File: src/rtl/if_id_buf.sv
// if_id_buf: IF/ID pipeline boundary between fetch and decode.
//
// Carries PC and instruction across a valid/ready handshake on both sides.
// Decode back-pressure stalls the buffer, flush_i drops everything held plus
// the word presented in the same cycle, and id_inst_o shows NOP_INST whenever
// id_valid_o is low.
//
// Build option: define IF_ID_SKID_EN to add a second (skid) entry. if_ready_o
// then comes straight from a register, so there is no combinational path from
// id_ready_i or flush_i back into fetch. Without it, only the output register
// exists and if_ready_o = !id_valid_o || id_ready_i.
//
// Ports:
//   clk          clock, rising edge
//   rst          synchronous active-high reset
//   flush_i      discard held and incoming words this cycle
//   if_valid_i   fetch presents if_pc_i / if_inst_i
//   if_pc_i      fetch PC
//   if_inst_i    fetched instruction
//   if_ready_o   buffer accepts the fetch word this cycle
//   id_valid_o   id_pc_o / id_inst_o hold a live instruction
//   id_pc_o      PC to decode (holds last value when invalid)
//   id_inst_o    instruction to decode, NOP_INST when invalid
//   id_ready_i   decode consumes the output word this cycle
//   count_o      number of words held
module if_id_buf #(
    parameter int unsigned ADDR_WIDTH = 32,
    parameter int unsigned INST_WIDTH = 32,
    parameter logic [INST_WIDTH-1:0] NOP_INST = INST_WIDTH'(32'h00000013)
) (
    input  logic                  clk,
    input  logic                  rst,
    input  logic                  flush_i,
    input  logic                  if_valid_i,
    input  logic [ADDR_WIDTH-1:0] if_pc_i,
    input  logic [INST_WIDTH-1:0] if_inst_i,
    output logic                  if_ready_o,
    output logic                  id_valid_o,
    output logic [ADDR_WIDTH-1:0] id_pc_o,
    output logic [INST_WIDTH-1:0] id_inst_o,
    input  logic                  id_ready_i,
    output logic [1:0]            count_o
);

`ifdef IF_ID_SKID_EN
    typedef enum logic [1:0] {StEmpty, StFull, StSkid} state_e;
`else
    typedef enum logic [0:0] {StEmpty, StFull} state_e;
`endif

    state_e                r_state;
    logic                  r_valid;
    logic [ADDR_WIDTH-1:0] r_pc;
    logic [INST_WIDTH-1:0] r_inst;
    logic [1:0]            r_count;

    logic                  w_accept;
    logic                  w_consume;

`ifdef IF_ID_SKID_EN
    logic                  r_ready;
    logic [ADDR_WIDTH-1:0] r_skid_pc;
    logic [INST_WIDTH-1:0] r_skid_inst;

    assign if_ready_o = r_ready;
`else
    // Single entry: free a slot in the same cycle decode drains it.
    assign if_ready_o = !r_valid || id_ready_i;
`endif

    assign w_accept  = if_valid_i && if_ready_o && !flush_i;
    assign w_consume = r_valid && id_ready_i;

    assign id_valid_o = r_valid;
    assign id_pc_o    = r_pc;
    assign id_inst_o  = r_inst;
    assign count_o    = r_count;

    always_ff @(posedge clk) begin
        if (rst) begin
            r_state     <= StEmpty;
            r_valid     <= 1'b0;
            r_pc        <= '0;
            r_inst      <= NOP_INST;
            r_count     <= 2'd0;
`ifdef IF_ID_SKID_EN
            r_ready     <= 1'b1;
            r_skid_pc   <= '0;
            r_skid_inst <= NOP_INST;
`endif
        end else if (flush_i) begin
            // r_pc is left alone; only the instruction is forced to NOP.
            r_state <= StEmpty;
            r_valid <= 1'b0;
            r_inst  <= NOP_INST;
            r_count <= 2'd0;
`ifdef IF_ID_SKID_EN
            r_ready <= 1'b1;
`endif
        end else begin
            case (r_state)
                StEmpty: begin
                    if (w_accept) begin
                        r_state <= StFull;
                        r_valid <= 1'b1;
                        r_pc    <= if_pc_i;
                        r_inst  <= if_inst_i;
                        r_count <= 2'd1;
                    end
                end
                StFull: begin
                    if (w_accept && w_consume) begin
                        r_pc   <= if_pc_i;
                        r_inst <= if_inst_i;
                    end else if (w_consume) begin
                        r_state <= StEmpty;
                        r_valid <= 1'b0;
                        r_inst  <= NOP_INST;
                        r_count <= 2'd0;
                    end
`ifdef IF_ID_SKID_EN
                    else if (w_accept) begin
                        // Decode stalled: park the new word behind OUT.
                        r_state     <= StSkid;
                        r_skid_pc   <= if_pc_i;
                        r_skid_inst <= if_inst_i;
                        r_ready     <= 1'b0;
                        r_count     <= 2'd2;
                    end
`endif
                end
`ifdef IF_ID_SKID_EN
                StSkid: begin
                    if (w_consume) begin
                        r_state <= StFull;
                        r_pc    <= r_skid_pc;
                        r_inst  <= r_skid_inst;
                        r_ready <= 1'b1;
                        r_count <= 2'd1;
                    end
                end
`endif
                default: r_state <= StEmpty;
            endcase
        end
    end

endmodule

File: config.mk
export PLATFORM = sky130hd
export DESIGN_NAME = if_id_buf
export DESIGN_NICKNAME = d
export VERILOG_FILES = /design/src/rtl/if_id_buf.sv
export SDC_FILE = /design/constraint.sdc
export NUM_CORES = 1
export LEC_CHECK = 0
export ABC_CLOCK_PERIOD_IN_PS = 1800
export CORE_ASPECT_RATIO = 1.1
export CORE_MARGIN = 2
export CORE_UTILIZATION = 39
export DETAILED_ROUTE_END_ITERATION = 12
export GPL_TIMING_DRIVEN = 0
export PLACE_DENSITY = 0.9
export SLEW_MARGIN = 15
export SYNTH_ARGS = -nofsm -noshare
export SYNTH_HDL_FRONTEND = slang
export SYNTH_SLANG_ARGS = --single-unit
File: constraint.sdc
create_clock -name clk -period 1.8 [get_ports clk]
set_input_delay 0.36 -clock clk [delete_from_list [all_inputs] [get_ports clk]]
set_output_delay 0.36 -clock clk [all_outputs]
set_load 0.01 [all_outputs]
Yosys cells after proc, flatten, opt, wreduce, memory -nomap -nowiden
Cells that the tools add are included.
{"block": "op_classes", "eq_ne": 5, "reduce_logical": 11, "muxes": 19, "bitwise_logic": 2}
{"cell": "$mux W32", "n": 5}
{"cell": "$pmux W32 S2", "n": 2}
{"cell": "$mux W1", "n": 6}
{"cell": "$mux W2", "n": 3}
{"cell": "$reduce_and A3 Y1", "n": 2}
{"cell": "$logic_and A1 B1 Y1", "n": 4}
{"cell": "$ne A2 B1 Y1 const B", "n": 2}
{"cell": "$ne A2 B2 Y1 const B", "n": 2}
{"cell": "$pmux W1 S2", "n": 2}
{"cell": "$pmux W2 S2", "n": 1}
{"cell": "$ne A3 B1 Y1 const B", "n": 1}
{"cell": "$logic_not A1 Y1", "n": 2}
{"cell": "$not A1 Y1", "n": 2}
{"cell": "$reduce_and A2 Y1", "n": 1}
{"cell": "$reduce_or A2 Y1", "n": 1}
{"cell": "$logic_or A1 B1 Y1", "n": 1}
{"block": "totals", "in_bits": 69, "reg_bits": 68, "output_inout_bits": 68, "wordCells": 42}

Longest topological paths before layout
{"block": "depth", "depth_word": 7, "ltp_mapped": 6, "ltp_nobuf": 3}

Worst setup path before layout
Ideal clock, no wire load.
{"block": "synth_path", "kind": "reg2reg", "start": "register, netlist name count_o[0]", "end": "register r_pc[10] (netlist: id_pc_o[10])", "path_slack_ps": 261, "path_stages_with_launch": 5, "arrival_ps": 1467, "setup_ps": 72, "required_ps": 1728, "synth_period_minus_slack_ps": 1539, "n_path_buf": 1, "path_cell_list": "dfxtp_1 and2b_1 nor4b_4 buf_6 mux2i_1"}
{"element": "end signal, assigned", "line": "106", "source": "r_pc <= if_pc_i;"}
{"element": "end signal, assigned", "line": "113", "source": "r_pc <= if_pc_i;"}
{"element": "end, declared", "line": "53", "source": "logic [ADDR_WIDTH-1:0] r_pc;"}

==> flow_summary.toml <==
[clocking]
clockBufferDepth = 2
clock_latency_ns = 0.34
root_buffer = "clkbuf_8"
cts_made_buffers = 9
clk_transition_reported_paths_ns = 0.07
cts_num_sinks = 66
cts_tree = "built"
htree_levels = 3

[worst_hold_path]
min_to = "id_inst_o[0]"
worst_hold_path.num_cells = 2
hold_path_class = "reg2reg"
hold_start = "id_inst_o[0]"

[floorplanning]
pin_count = 137
row_count = 31
chipWidth_um = 81.68
core_mm2 = 0.006516
dieArea_mm2 = 0.007306
initial_core_util_pct = 39.73
dieHeight_um = 89.45

[sta]
fin_crit_ns = 1.702
clock_skew_ns = 0.005224
hold_violations = 0
rsz0062_at_grt = "no"
slew_violations = 0
max_freq_ghz = 0.5874
setup-violations-final = 0
period_share_pct = 94.58
fin_setup_tns_ns = 0

[synth]
netlist_area_mm2 = 0.002589
synth_cell_type_count = 23
ys_seq_area_share_pct = 51.04
synth_cells = 236
synth_area_per_cell_um2 = 10.97
synth-seq-cells = 66
yosys_warnings = 0
synth_nets = 305

[setup_path]
r2r-end = "id_inst_o[27]"
cp-end-kind = "primary output"
r2r_cells = 4
r2r-start = "count_o[0]"
worstSetupPathType = "reg2out"
worstPathRequired_ns = 1.44
r2r_slack_ns = 0.19
cp_max_fo = 7
cp-start-kind = "register"
worst_ep_arrival_time_ns = 1.34

[place]
place_hpwl_um = 5080
dp_cells = 453
port_buffers = 135
gp_congestion = 0.7918

[drt]
vias_per_cell = 4.741
drt_iter0_drc = 53
route.final.wire_length_um = 6707
detail_route.wl_per_cell_um = 14.24
vias = 2233
drtAntennaViolNets = 0
dr.pass1.iters = 4
route.detailed.drc = 0

[cells_and_area]
layout_commonest_cell = "clkdlybuf4s50_1"
final_cell_mix = "clkdlybuf4s50_1 (133), dfxtp_1 (65), nand2b_1 (64), mux2i_1 (33), a22o_1 (29)"
antenna_cells_inserted = 0
area.growth.synth_to_final_pct = 65.59
layout.nets = 453
drive_gt1_share_pct = 8.483
stdcell_count = 471

[global_route]
antenna_found_initial = 0
gr-usage-all-layers_pct = 18.94
grt_pass1_wl_um = 10490
grt_pass1_vias = 2255
grt-ovfl-total = 0
grt_max_degree = 13

[job]
drv_cap = 0

[pwr]
leakagePower_nw = 1.646
pwr_density_cell_mw_per_mm2 = 800.6
peakVddDrop_v = 0.0004425

[status]
status = "completed"
stage by stage:
| stage | setup slack [ns] | total power (W) | hold slack (ns) | util [%] | area [um2] |
|---|---|---|---|---|---|
| 2_1_floorplan | 0.2613 | 0.001795 | 0.4431 | - | 2589 |
| 3_3_place_gp | -0.3276 | 0.002104 | 0.4371 | 62.04 | 4043 |
| 3_5_place_dp | -0.4228 | 0.002118 | 0.4390 | 62.04 | 4043 |
| 4_1_cts | 0.05875 | 0.003460 | 0.4496 | 65.40 | 4262 |
| 5_1_grt | 0.02192 | 0.003569 | 0.4912 | 65.78 | 4287 |
| 6_report | 0.09763 | 0.003432 | 0.4483 | 65.78 | 4287 |
critical path: stages (launching register included):
cell and delay, ns:
dfxtp_4 0.38, nor2b_1 0.16, buf_6 0.16, inv_1 0.04
dlygate4sd2_1 0.27
per-layer routing:
layer | up-vias | GRT usage, % | share of wire, %
met3 | 14 | 7.071 | 7.9
met2 | 83 | 32.56 | 49
met4 | 0 | 8.485 | 2.1
met5 | - | 0 | 0
li1 | 1099 | - | -
met1 | 1037 | 20.84 | 41
worst max path at each step:
stage	from	end	slack [ns]
4_1_cts	count_o[0]	id_pc_o[17]	0.06
5_1_grt	if_valid_i	id_inst_o[27]	0.02
6_report	count_o[0]	if_ready_o	0.1
3_5_place_dp	id_ready_i	id_pc_o[17]	-0.42
3_3_place_gp	id_ready_i	id_pc_o[7]	-0.33
2_1_floorplan	count_o[0]	id_pc_o[10]	0.26
layout make-up:
class	instances	area, um2
fillers	508	2230
repair buffers	137	1364
multi-input cells	146	1130
plain buffers	19	128.9
inverters	5	18.77
flip-flops and latches	66	1325
clock buffers	9	123.9
clock inverters	7	93.84
well taps	82	102.6
power breakdown:
part           total, W  internal [W]  switching [W]
clock           0.00135      0.000776       0.000571
combinational  0.000524      0.000339       0.000185
sequential      0.00156       0.00152      0.0000368
total           0.00343       0.00264       0.000793
sequential cells by signal (all words and copies together) (netlist names):
name and count:
r_state 1, id_inst_o 32, id_pc_o 32, count_o 1
cell families (layout without fill, tap and decap cells):
kind of cell           Yosys count  after routing  synth area share [%]
AOI/OAI and AO/OA               35             35                 11.26
DFF                             66             66                 51.04
buffers and inverters           24            177                 5.558
other                            1              1                0.1449
muxes                           33             33                 12.76
and+or+nand+nor                 77             77                 19.24
cell usage after synthesis, drive strengths merged:
cell type,number,share of area [%]
a2111oi,1,0.34
a21oi,4,0.77
a22o,29,9.8
and2b,1,0.29
buf,13,4.0
clkbuf,6,0.87
conb,1,0.14
dfxtp,66,51
inv,5,0.73
mux2i,33,13
nand2,1,0.14
nand2b,64,15
nand3b,1,0.29
nor2,3,0.43
nor2b,1,0.24
nor3,1,0.39
nor4,3,0.73
nor4b,1,0.92
o31a,1,0.34
or3b,1,0.34
repair_timing:
| item | in CTS | in global routing |
|---|---|---|
| gates resized for setup | 4 | 2 |
| buffers inserted | 0 | 2 |
| pin swaps | 0 | 1 |
| hold buffers | 0 | 0 |
| setup endpoints to repair | 29 | 19 |
(Power assumes the default switching activity.)
